--- src/rtl/uart_mem_loader.sv ---
// uart_mem_loader
// Serial command responder that gives a host single-word access to the unified
// 32-bit word memory through the shared data port while the core is held.
// Command frames arrive 8N1 on rx: 'W' addr d3 d2 d1 d0 writes a word and is
// answered with ACK (0x06); 'R' addr reads a word and is answered with its four
// bytes, MSB first. Unknown commands and out-of-range addresses get NAK (0x15).
//
// Ports:
//   clk           system clock, rising edge
//   reset         asynchronous active-low reset (0 = reset)
//   rx            serial input, idle high
//   tx            serial output, idle high
//   mem_addr      word address presented to the memory data port
//   mem_read_en   read strobe, high for the single execute cycle of an 'R'
//   mem_read_val  read data, combinational from mem_addr
//   mem_write_en  write strobe, high for the single execute cycle of a 'W'
//   mem_write_val write data
//   busy          high while a command is in progress
//   frame_err     one-cycle pulse when a received stop bit is 0
module uart_mem_loader #(
  parameter int CLK_FREQ     = 100000000,
  parameter int BAUD_RATE    = 115200,
  parameter int MEM_SIZE     = 256,
  parameter int TIMEOUT_CLKS = 100000
) (
  input  logic        clk,
  input  logic        reset,
  input  logic        rx,
  output logic        tx,
  output logic [31:0] mem_addr,
  output logic        mem_read_en,
  input  logic [31:0] mem_read_val,
  output logic        mem_write_en,
  output logic [31:0] mem_write_val,
  output logic        busy,
  output logic        frame_err
);

  localparam int CLKS_PER_BIT = CLK_FREQ / BAUD_RATE;
  localparam int HALF_BIT     = CLKS_PER_BIT / 2;
  localparam int BIT_CNT_W    = $clog2(CLKS_PER_BIT + 1);
  localparam int TO_CNT_W     = $clog2(TIMEOUT_CLKS + 1);

  localparam logic [7:0] CMD_WRITE = 8'h57;
  localparam logic [7:0] CMD_READ  = 8'h52;
  localparam logic [7:0] BYTE_ACK  = 8'h06;
  localparam logic [7:0] BYTE_NAK  = 8'h15;

  typedef enum logic [1:0] {RX_IDLE, RX_START, RX_DATA, RX_STOP} rx_state_t;
  typedef enum logic [2:0] {IDLE, ADDR, DATA, EXEC, SEND} cmd_state_t;

  // Two-flop synchroniser plus one more stage for falling-edge detection.
  logic rx_meta, rx_sync, rx_prev;

  always_ff @(posedge clk or negedge reset) begin
    if (!reset) begin
      rx_meta <= 1'b1;
      rx_sync <= 1'b1;
      rx_prev <= 1'b1;
    end else begin
      rx_meta <= rx;
      rx_sync <= rx_meta;
      rx_prev <= rx_sync;
    end
  end

  // Receiver: rx_valid / frame_err pulse in the cycle after the stop-bit sample.
  rx_state_t            rx_state;
  logic [BIT_CNT_W-1:0] rx_cnt;
  logic [2:0]           rx_bit_idx;
  logic [7:0]           rx_data;
  logic                 rx_valid;

  always_ff @(posedge clk or negedge reset) begin
    if (!reset) begin
      rx_state   <= RX_IDLE;
      rx_cnt     <= '0;
      rx_bit_idx <= '0;
      rx_data    <= '0;
      rx_valid   <= 1'b0;
      frame_err  <= 1'b0;
    end else begin
      rx_valid  <= 1'b0;
      frame_err <= 1'b0;
      case (rx_state)
        RX_IDLE: begin
          if (rx_prev && !rx_sync) begin
            rx_state <= RX_START;
            rx_cnt   <= '0;
          end
        end
        RX_START: begin
          // Re-check mid start bit; a high line here was only a glitch.
          if (rx_cnt == BIT_CNT_W'(HALF_BIT - 1)) begin
            rx_cnt     <= '0;
            rx_bit_idx <= '0;
            rx_state   <= rx_sync ? RX_IDLE : RX_DATA;
          end else begin
            rx_cnt <= rx_cnt + 1'b1;
          end
        end
        RX_DATA: begin
          if (rx_cnt == BIT_CNT_W'(CLKS_PER_BIT - 1)) begin
            rx_cnt  <= '0;
            rx_data <= {rx_sync, rx_data[7:1]};
            if (rx_bit_idx == 3'd7) rx_state <= RX_STOP;
            else rx_bit_idx <= rx_bit_idx + 1'b1;
          end else begin
            rx_cnt <= rx_cnt + 1'b1;
          end
        end
        RX_STOP: begin
          if (rx_cnt == BIT_CNT_W'(CLKS_PER_BIT - 1)) begin
            rx_cnt   <= '0;
            rx_state <= RX_IDLE;
            if (rx_sync) rx_valid  <= 1'b1;
            else         frame_err <= 1'b1;
          end else begin
            rx_cnt <= rx_cnt + 1'b1;
          end
        end
        default: rx_state <= RX_IDLE;
      endcase
    end
  end

  // Command FSM with the transmitter folded into SEND. NAKs also pass through
  // EXEC (without strobes) so that all response loading happens in one place.
  cmd_state_t           state;
  logic                 is_read;
  logic                 nak;
  logic [1:0]           byte_cnt;
  logic [TO_CNT_W-1:0]  to_cnt;
  logic [BIT_CNT_W-1:0] tx_cnt;
  logic [3:0]           tx_bit_idx;
  logic [8:0]           tx_shift;
  logic [23:0]          tx_buf;
  logic [1:0]           tx_left;

  always_ff @(posedge clk or negedge reset) begin
    if (!reset) begin
      state         <= IDLE;
      is_read       <= 1'b0;
      nak           <= 1'b0;
      byte_cnt      <= '0;
      to_cnt        <= '0;
      tx_cnt        <= '0;
      tx_bit_idx    <= '0;
      tx_shift      <= '1;
      tx_buf        <= '0;
      tx_left       <= '0;
      tx            <= 1'b1;
      busy          <= 1'b0;
      mem_addr      <= '0;
      mem_write_val <= '0;
      mem_read_en   <= 1'b0;
      mem_write_en  <= 1'b0;
    end else begin
      case (state)
        IDLE: begin
          if (rx_valid) begin
            to_cnt <= '0;
            if (rx_data == CMD_WRITE || rx_data == CMD_READ) begin
              state   <= ADDR;
              busy    <= 1'b1;
              is_read <= (rx_data == CMD_READ);
            end else begin
              nak   <= 1'b1;
              state <= EXEC;
            end
          end
        end
        ADDR: begin
          if (frame_err || to_cnt == TO_CNT_W'(TIMEOUT_CLKS - 1)) begin
            state <= IDLE;
            busy  <= 1'b0;
          end else if (rx_valid) begin
            to_cnt   <= '0;
            byte_cnt <= '0;
            mem_addr <= {24'h0, rx_data};
            if ({24'h0, rx_data} >= 32'(MEM_SIZE)) begin
              nak   <= 1'b1;
              state <= EXEC;
            end else if (is_read) begin
              nak         <= 1'b0;
              mem_read_en <= 1'b1;
              state       <= EXEC;
            end else begin
              state <= DATA;
            end
          end else begin
            to_cnt <= to_cnt + 1'b1;
          end
        end
        DATA: begin
          if (frame_err || to_cnt == TO_CNT_W'(TIMEOUT_CLKS - 1)) begin
            state <= IDLE;
            busy  <= 1'b0;
          end else if (rx_valid) begin
            to_cnt        <= '0;
            mem_write_val <= {mem_write_val[23:0], rx_data};
            if (byte_cnt == 2'd3) begin
              nak          <= 1'b0;
              mem_write_en <= 1'b1;
              state        <= EXEC;
            end else begin
              byte_cnt <= byte_cnt + 1'b1;
            end
          end else begin
            to_cnt <= to_cnt + 1'b1;
          end
        end
        EXEC: begin
          // The first start bit goes out on the edge that leaves EXEC.
          mem_read_en  <= 1'b0;
          mem_write_en <= 1'b0;
          busy         <= 1'b1;
          state        <= SEND;
          tx           <= 1'b0;
          tx_cnt       <= '0;
          tx_bit_idx   <= '0;
          if (nak) begin
            tx_shift <= {1'b1, BYTE_NAK};
            tx_left  <= 2'd0;
          end else if (is_read) begin
            tx_shift <= {1'b1, mem_read_val[31:24]};
            tx_buf   <= mem_read_val[23:0];
            tx_left  <= 2'd3;
          end else begin
            tx_shift <= {1'b1, BYTE_ACK};
            tx_left  <= 2'd0;
          end
        end
        SEND: begin
          // tx_bit_idx 0 is the start bit, 1..8 data, 9 the stop bit.
          if (tx_cnt == BIT_CNT_W'(CLKS_PER_BIT - 1)) begin
            tx_cnt <= '0;
            if (tx_bit_idx == 4'd9) begin
              if (tx_left != 2'd0) begin
                tx         <= 1'b0;
                tx_shift   <= {1'b1, tx_buf[23:16]};
                tx_buf     <= {tx_buf[15:0], 8'h00};
                tx_left    <= tx_left - 1'b1;
                tx_bit_idx <= '0;
              end else begin
                state <= IDLE;
                busy  <= 1'b0;
              end
            end else begin
              tx         <= tx_shift[0];
              tx_shift   <= {1'b1, tx_shift[8:1]};
              tx_bit_idx <= tx_bit_idx + 1'b1;
            end
          end else begin
            tx_cnt <= tx_cnt + 1'b1;
          end
        end
        default: state <= IDLE;
      endcase
    end
  end

endmodule
--- config.mk ---
export PLATFORM = sky130hd
export DESIGN_NAME = uart_mem_loader
export DESIGN_NICKNAME = d
export VERILOG_FILES = /design/src/rtl/uart_mem_loader.sv
export SDC_FILE = /design/constraint.sdc
export NUM_CORES = 1
export LEC_CHECK = 0
export ABC_AREA = 1
export CAP_MARGIN = 20
export CORE_MARGIN = 2
export CORE_UTILIZATION = 35
export CTS_BUF_LIST = sky130_fd_sc_hd__clkbuf_16
export DETAILED_ROUTE_END_ITERATION = 8
export SLEW_MARGIN = 40
export SYNTH_ARGS = -nofsm -noshare
export SYNTH_HDL_FRONTEND = slang
export SYNTH_SLANG_ARGS = --single-unit
--- constraint.sdc ---
create_clock -name clk -period 5.21 [get_ports clk]
set_input_delay 1.042 -clock clk [delete_from_list [all_inputs] [get_ports clk]]
set_output_delay 1.042 -clock clk [all_outputs]
set_load 0.05 [all_outputs]
# Word-level counts from Yosys, hierarchy flattened
# Index checks and enable logic that the tools add are counted.
# totals
reg_bits	145
elab_cells	205
out_inout_bits	69
in_bits	35
# op_classes
n_mux	95
bitwise	1
eq_ne	44
n_reduce_logical	33
addsub	7
# op_table
operator	count
two-way mux 24 bit	5
two-way mux 17 bit	3
one-hot mux 24 bit (2 select lines)	1
inequality test 2 bit, second input constant	23
two-way mux 10 bit	4
two-way mux 3 bit	12
two-way mux 2 bit	17
one-hot mux 17 bit (2 select lines)	1
two-way mux 1 bit	30
one-hot mux 10 bit (3 select lines)	1
two-way mux 9 bit	3
adder 10 x 1 -> 10 bit, second input constant	2
equality test 10 bit, second input constant	2
one-hot mux 10 bit (2 select lines)	1
one-hot mux 9 bit (2 select lines)	1
adder 17 x 1 -> 17 bit, second input constant	1
equality test 17 bit, second input constant	1
equality test 8 x 7 -> 1 bit, second input constant	2
two-way mux 8 bit	2
AND reduction 4 bit	4
one-hot mux 3 bit (5 select lines)	1
AND reduction 3 bit	5
AND reduction 7 bit	2
nonzero test 2 bit	7
other kinds (34)	49

# Depth between registers and ports, before layout
# Gate-level depths: netlist of run 1.
# depth
ltp_word	5
mapped_depth	13
mapped_depth_nobuf	10

# Least setup slack after synthesis of run 1
# Ideal clock, no wire load.
# synth_path
path_type	reg-to-reg
start	register to_cnt[0]
end	register mem_write_val[11]
arrival_time_ns	1.703
t_required_ns	5.143
slack_ns	3.440
path_buffers	1
synth_period_minus_slack_ns	1.770
stages_incl_launch_ff	10
setup_ns	0.067
cell_sequence	dfrtp_1 > ha_1 > nand3_2 > nor2_1 > nand3_1 > nand3_1 > inv_2 > clkbuf_1 > nand3_1 > nand2_1
# synth_between
elab_chain_len	4
# synth_lines
item	line	rtl
start, declared	133	logic [TO_CNT_W-1:0] to_cnt;
start signal, assigned	192	to_cnt <= to_cnt + 1'b1;
start signal, assigned	210	to_cnt <= to_cnt + 1'b1;
equality test 17 bit	196	if (frame_err || to_cnt == TO_CNT_W'(TIMEOUT_CLKS - 1)) begin
logical OR 1 bit	196	
inverter 1 bit (no line)	n/a	
AND reduction 3 bit (no line)	n/a	
end signal, assigned	201	mem_write_val <= {mem_write_val[23:0], rx_data};
end, declared	34	output logic [31:0] mem_write_val,
# Every way passes these cells.
# A chain may end at the register's enable or synchronous reset.

# Final worst setup path of run 1
# layout_path
start	register tx
end	output tx
# layout_rtl
item	line	rtl
start, declared	29	output logic tx,
start signal, assigned	250	tx <= tx_shift[0];
# No word-level cell between the ends.

==> implementation parameters, run 1 <==
Parameter                              Value

Clock network
  Clock-pin slew of the registers on the worst-case setup and hold paths ... 0.06 ns
  Number of H-tree branching levels ... 4
  CTS Buffer Depth ... 2
  Clock tree root buffer cell ... sky130_fd_sc_hd__clkbuf_16
  Post-cts resize count ... 0
  Worst-Skew Late Latency ... 0.43 ns
  Num CTS Buffers ... 17
  Hold buffer count at cts ... 0
  CTS Sinks ... 144
  Post-CTS setup-driven buffer insertion count ... 0
  Clock tree from TritonCTS ... built

STA
  Unrepaired setup endpoints after global routing ... false
  Fin. Hold Viols ... 0
  Setup Total Neg Slack ... 0 ns
  Maximum clock frequency ... 358 MHz
  Max-slew headroom at the worst pin ... 0.562
  Pins Over Slew Limit ... 0
  Post-route clock period utilization ... 0.537
  Clock period minus final worst setup slack ... 2.80 ns
  Transition time at the pin with the least slew margin ... 0.655 ns
  Setup Skew ... 0.0111 ns
  Count of final setup violators ... 0

Layout
  Number of nets in the layout ... 1018
  Antenna diode count ... 0
  Fillcell total ... 2081
  Multi-input gate area ... 3190 µm²
  Sequential Area ... 3620 µm²
  Area grow syn2layout ... 20.4%
  Ratio of cells with drive above 1 in the final layout ... 0.0740

GRT
  Pin count of the biggest net entering global routing ... 59
  Antenna violations before repair ... 0
  Vias in the first global route ... 5556
  Total gr overflow ... 0
  Wire length of the first global-routing pass ... 27.2 mm
  GRT Total Usage ... 0.152

Synth
  Number of enable flip-flop cells after synthesis ... 0
  Most used standard cells in the synthesized netlist ... sky130_fd_sc_hd__nand2_1, sky130_fd_sc_hd__dfrtp_1, sky130_fd_sc_hd__o21ai_0
  Post-synthesis average cell area ... 8.13 µm²
  Top cells by area in the synthesized netlist ... sky130_fd_sc_hd__dfrtp_1, sky130_fd_sc_hd__nand2_1, sky130_fd_sc_hd__o21ai_0
  Number of instances in the synthesized netlist ... 903
  Cell area after synthesis ... 7340 µm²
  Most repeated cell in the gate-level netlist after synthesis ... sky130_fd_sc_hd__nand2_1
  Main synth FF type ... sky130_fd_sc_hd__dfrtp_1
  Flops & latches, synth ... 144
  Number of different library cells in the post-synthesis netlist ... 40
  Number of synthesis warnings ... 0
  Synth async-reset ratio ... 1.00
  Area share of the largest cell type after synthesis ... 0.450
  Leading area contributor after synthesis ... sky130_fd_sc_hd__dfrtp_1
  Sequential area share after synthesis ... 0.493

Pwr
  Cell area power density ... 297 nW/µm²
  Net switching power of the design ... 0.724 mW
  Power share of the clock group ... 0.455
  Fraction of power spent switching nets ... 0.276
  PnR Total Power ... 2.62 mW
  Share of total power in sequential cells ... 0.449
  Share of total power in combinational logic ... 0.096
  Largest voltage drop on the vdd net ... 0.223 mV
  Internal Dissipation ... 1.90 mW
  Static leakage ... 4.14 nW

Setup path
  Element type at the critical path end ... output pin
  Worst path bufs/invs ... 1
  Critical setup path kind ... reg2out
  CP max FO ... 2
  Delay contributed by the slowest stage of the critical path ... 0.80 ns
  Required time at the worst-slack endpoint ... 4.17 ns
  Crit path launch type ... flip-flop
  Cell-by-cell trace of the critical path ... clkdlybuf4s50_1
  Gate family responsible for the most delay along the worst path ... buffers and inverters
  Worst Path Arrival ... 1.75 ns
  Critical-path cell with the highest stage delay ... sky130_fd_sc_hd__clkdlybuf4s50_1

Placement
  Number of input and output port buffers inserted ... 79
  GPL Wtd Cong ... 0.826
  HPWL after DPL ... 10.8 mm

Floorplan
  Die area ... 22100 µm²
  Total core area ... 20400 µm²
  Initial Utilization ... 0.359
  DIE WIDTH ... 149 µm
  Die span in y ... 149 µm
  Ports ... 104
  Row Count ... 52

Detailed routing
  Routed Wire Length ... 15.7 mm
  Drt initial violations ... 298
  Avg WL per Cell ... 12.5 µm
  Via count ... 5908
  Drt pass-1 iters ... 4
  Remaining routing DRC violations ... 0
  Via-per-instance ratio ... 4.70
  Antenna-violating nets left ... 0

Flow run
  MaxCap Viol Count ... 0

Outcome
  Result of the run ... completed

Hold path
  Worst Hold Class ... reg2reg
==> registers in the layout (all words and copies together), names as in the netlist, 3 cells and up, named ones only <==
signal / cells
mem_addr: 8
mem_write_val: 32
rx_bit_idx: 3
rx_cnt: 10
rx_data: 8
state: 3
to_cnt: 17
tx_bit_idx: 4
tx_buf: 24
tx_cnt: 10
tx_shift: 8
==> placed cells by master (no fill, tap or decap), drive strengths merged, types with 5 or more instances in the layout <==
cell type | netlist | layout
nand2 | 267 | 267
dfrtp | 132 | 132
o21ai | 112 | 112
inv | 74 | 82
clkdlybuf4s50 | 0 | 78
nand3 | 68 | 68
nor2 | 67 | 67
conb | 1 | 24
nand4 | 22 | 22
a21oi | 20 | 20
clkbuf | 11 | 17
mux2i | 16 | 16
dfstp | 12 | 12
ha | 10 | 10
o22ai | 8 | 8
nor3 | 7 | 7
xor2 | 6 | 6
o21bai | 5 | 5
==> routing by layer <==
| metal | share of wire | global-route usage |
|---|---|---|
| met1 | 0.48 | 0.209 |
| met2 | 0.46 | 0.235 |
| met3 | 0.042 | 0.0394 |
| met4 | 0.013 | 0.0524 |
| met5 | 0 | 0 |
==> per-stage QoR <==
step	setup WS [ns]	hold WS, ns	instances	util	area (µm²)
after floorplan	3.44	0.345	926	-	7430
after global placement	2.31	0.350	1223	0.403	8230
after detailed placement	2.24	0.349	1224	0.404	8260
after CTS	2.21	0.358	1256	0.432	8830
after global routing	2.21	0.364	1256	0.432	8830
final	2.41	0.357	1256	0.432	8830
==> worst paths after layout <==
kind | from | end | slack [ns] | cells after the start
setup / recovery | tx$_DFFE_PN1P_ | tx | 2.41 | 1
hold / removal | rx_meta$_DFF_PN1_ | rx_sync$_DFF_PN1_ | 0.36 | 0
setup reg to reg | state[1]$_DFFE_PN0P_ | tx_buf[19]$_DFFE_PN0P_ | 2.50 | 9
hold reg to reg | rx_meta$_DFF_PN1_ | rx_sync$_DFF_PN1_ | 0.36 | 0
max in group asynchronous | reset | tx_shift[7]$_DFFE_PN1P_ | 3.96 | 2
min in group asynchronous | reset | mem_write_val[21]$_DFFE_PN0P_ | 0.49 | 1
==> cells by family (layout without fill, tap and decap cells) <==
logic type | Yosys count | count (layout) | synth area share
AOI/OAI and AO/OA | 155 | 155 | 0.116
xor gates and xnor gates | 8 | 8 | 0.00955
adders and majority gates | 10 | 10 | 0.0170
buffers and inverters | 129 | 189 | 0.0852
DFF | 144 | 144 | 0.493
muxes | 16 | 16 | 0.0218
other | 1 | 24 | 0.000511
and+or+nand+nor | 440 | 440 | 0.257
==> power by group through the flow <==
stage	clock (mW)	sequential, mW	combinational (mW)
3_3_place_gp	0	1.20	0.247
4_1_cts	1.23	1.18	0.255
2_1_floorplan	0	1.19	0.180
6_report	1.19	1.18	0.251
5_1_grt	1.27	1.18	0.287
3_5_place_dp	0	1.20	0.253
==> area by class of cell <==
cell class              instances  area share
clock inverters                15      0.0169
inverters                      75      0.0320
multi-input cells             653       0.361
repair buffers                 82      0.0945
well taps                     270      0.0382
clock buffers                  17      0.0482
flip-flops and latches        144       0.410
Power figures use the tool's default switching activity.
==> run 2: changes to the inputs <==
Clock period 5.21 ns to 2.5 ns, I/O delays scaled along.
==> run 2 against run 1 <==
Sequential share of layout area decreased by 0.82 points. Clock power increased by 140%. First-iteration DRC count increased by 16%. Largest cell class unchanged. Clock skew increased by 0.0019 ns. Largest power group unchanged. Design area increased by 2.1%.
==> implementation parameters, run 2 (same netlist as run 1, synthesis figures left out) <==
Parameter                              Value

Layout
  Ratio of cells with drive above 1 in the final layout ... 0.0814 (was 0.0740)
  Top library cells by usage in the layout, fill and taps aside ... sky130_fd_sc_hd__nand2_1, sky130_fd_sc_hd__dfrtp_1, sky130_fd_sc_hd__o21ai_0, sky130_fd_sc_hd__clkdlybuf4s50_1, sky130_fd_sc_hd__inv_1 (unchanged)
  Post-Layout Cell Count ... 1265 (was 1256)
  Area grow syn2layout ... 22.8% (was 20.4%)
  Leading cell type in the layout, fill and taps excluded ... sky130_fd_sc_hd__nand2_1 (unchanged)
  Register bank with the most flops ... mem_write_val (unchanged)
  Number of nets in the layout ... 1027 (was 1018)
  Utilization after layout ... 0.441 (was 0.432)
  Biggest registers after layout ... mem_write_val: 32 flops, tx_buf: 24 flops, to_cnt: 17 flops (unchanged)
  Number of flip-flops in the largest register ... 32 (unchanged)
  Post-route cell area ... 9020 µm² (was 8830 µm²)
  Antenna diode count ... 0 (unchanged)

STA
  Maximum clock frequency ... 444 MHz
  Clock period minus final worst setup slack ... 2.25 ns
  Fin. Hold Viols ... 0 (unchanged)
  Pins Over Slew Limit ... 0 (unchanged)
  Count of final setup violators ... 0 (unchanged)
  Setup Total Neg Slack ... 0 ns (unchanged)
  Smallest hold slack ... 0.0117 ns (was 0.357 ns)
  Post-route clock period utilization ... 0.901
  Unrepaired setup endpoints after global routing ... false (unchanged)
  Post-route worst setup slack ... 0.247 ns (was 2.41 ns)
  Max-slew headroom at the worst pin ... 0.628 (was 0.562)
  Transition time at the pin with the least slew margin ... 0.556 ns (was 0.655 ns)
  Setup Skew ... 0.0130 ns (was 0.0111 ns)

GRT
  Total gr overflow ... 0 (unchanged)
  GRT Total Usage ... 0.152 (about the same)
  Antenna violations before repair ... 0 (unchanged)
  Pin count of the biggest net entering global routing ... 54 (was 59)
  Vias in the first global route ... 5605 (was 5556)
  Wire length of the first global-routing pass ... 27.3 mm (was 27.2 mm)

Detailed routing
  Antenna-violating nets left ... 0 (unchanged)
  Remaining routing DRC violations ... 0 (unchanged)
  Via count ... 5916 (was 5908)
  Routed Wire Length ... 15.6 mm (was 15.7 mm)
  Avg WL per Cell ... 12.4 µm (was 12.5 µm)
  Via-per-instance ratio ... 4.68 (was 4.70)
  Drt pass-1 iters ... 5 (was 4)
  Drt initial violations ... 347 (was 298)

Clock network
  Clock-pin slew of the registers on the worst-case setup and hold paths ... 0.07 ns (was 0.06 ns)
  Clock tree root buffer cell ... sky130_fd_sc_hd__clkbuf_16 (unchanged)
  Clock tree from TritonCTS ... built (unchanged)
  CTS Sinks ... 144 (unchanged)
  Worst-Skew Late Latency ... 0.43 ns (about the same)
  Num CTS Buffers ... 17 (unchanged)
  CTS Buffer Depth ... 2 (unchanged)
  Number of H-tree branching levels ... 4 (unchanged)
  Hold buffer count at cts ... 0 (unchanged)

Placement
  Number of input and output port buffers inserted ... 79 (unchanged)
  Instance count after placement with tap cells included ... 1233 (was 1224)
  HPWL after DPL ... 10.9 mm (was 10.8 mm)
  Worst Setup Slack post-DPL ... 0.291 ns (was 2.24 ns)
  Cell area after placement ... 8350 µm² (was 8260 µm²)
  GPL Wtd Cong ... 0.848 (was 0.826)

Setup path
  Startpoint of the worst register-to-register path ... state[1]$_DFFE_PN0P_ (unchanged)
  Critical setup path kind ... reg2out (unchanged)
  Critical-path cell with the highest stage delay ... sky130_fd_sc_hd__clkdlybuf4s50_1 (unchanged)
  Endpoint of the worst register-to-register path ... tx_buf[18]$_DFFE_PN0P_ (was tx_buf[19]$_DFFE_PN0P_)
  Worst Path Arrival ... 1.75 ns (about the same)
  Worst Reg2Reg Path Length in Cells ... 10 (was 9)
  Element type at the critical path end ... output pin (unchanged)
  Cell-by-cell trace of the critical path ... clkdlybuf4s50_1 (unchanged)
  Gate family responsible for the most delay along the worst path ... buffers and inverters (unchanged)
  Setup slack of the worst register-to-register path ... 0.40 ns (was 2.50 ns)
  Crit path launch type ... flip-flop (unchanged)
  Worst path bufs/invs ... 1 (unchanged)
  Required time at the worst-slack endpoint ... 2.00 ns (was 4.17 ns)
  CP max FO ... 2 (unchanged)
  Delay contributed by the slowest stage of the critical path ... 0.80 ns (about the same)

Floorplan
  DIE WIDTH ... 149 µm (unchanged)
  Ports ... 104 (unchanged)
  Total core area ... 20400 µm² (unchanged)
  Die span in y ... 149 µm (unchanged)
  Row Count ... 52 (unchanged)
  Die area ... 22100 µm² (unchanged)
  Initial Utilization ... 0.359 (unchanged)

Pwr
  PnR Total Power ... 5.85 mW (was 2.62 mW)
  Cell area power density ... 649 nW/µm² (was 297 nW/µm²)
  Static leakage ... 4.24 nW (was 4.14 nW)
  Largest voltage drop on the vdd net ... 0.493 mV (was 0.223 mV)

Flow run
  MaxCap Viol Count ... 0 (unchanged)

Outcome
  Result of the run ... completed (unchanged)

Hold path
  Worst Hold Class ... in2async (was reg2reg)
run 2: cell types whose count changed in the layout (fill, tap and decap cells not counted), sizes merged:
cell,delta
buf,+9
bufinv,+4
clkinv,-2
inv,-2
run 2: what timing repair did:
item                                    CTS  global route
gates resized for setup                   0             1
endpoints found under the setup margin    0             3
setup buffers                             0             0
run 2: worst register-to-register path, stage by stage (launching register included):
cell                       delay [ns]
sky130_fd_sc_hd__dfrtp_1         0.55
sky130_fd_sc_hd__nor2_8          0.08
sky130_fd_sc_hd__nand2_4         0.07
sky130_fd_sc_hd__clkinv_2        0.20
sky130_fd_sc_hd__nand2_2         0.26
sky130_fd_sc_hd__nand2_4         0.21
sky130_fd_sc_hd__nor2_4          0.19
sky130_fd_sc_hd__nand2_2         0.08
sky130_fd_sc_hd__buf_12          0.19
sky130_fd_sc_hd__nand2_1         0.10
sky130_fd_sc_hd__o21ai_1         0.06
run 2: per-layer routing:
metal,wire (µm),vias to the layer above,global-route usage,part of all wire
met3,627,12,0.0450,0.040
met1,7790,2731,0.211,0.50
met5,0,-,0,0
met4,188,0,0.0500,0.012
met2,7040,95,0.228,0.45
li1,-,3078,-,-
run 2: area by class of cell:
type                       count  area [µm²]
fill                        2044       11400
sequential                   144        3620
multi-input combinational    653        3190
timing repair buffer          91         932
clock buffer                  17         425
tap                          270         338
inverter                      75         283
clock inverter                15         233
run 2: worst max-delay path by stage:
stage / start / endpoint / slack, ns / cells past startpoint
CTS: tx$_DFFE_PN1P_ / tx / 0.21 / 1
detailed placement: to_cnt[0]$_DFFE_PN0P_ / to_cnt[10]$_DFFE_PN0P_ / 0.29 / 8
floorplan: to_cnt[0]$_DFFE_PN0P_ / mem_write_val[11]$_DFFE_PN0P_ / 0.73 / 9
global placement: to_cnt[0]$_DFFE_PN0P_ / to_cnt[5]$_DFFE_PN0P_ / 0.35 / 8
global route: to_cnt[0]$_DFFE_PN0P_ / mem_write_val[8]$_DFFE_PN0P_ / 0.13 / 10
finish: tx$_DFFE_PN1P_ / tx / 0.25 / 1
run 2: power breakdown:
group,switching [mW],internal [mW]
logic,0.360,0.183
clock network,1.06,1.79
registers,0.0652,2.39
total,1.49,4.37
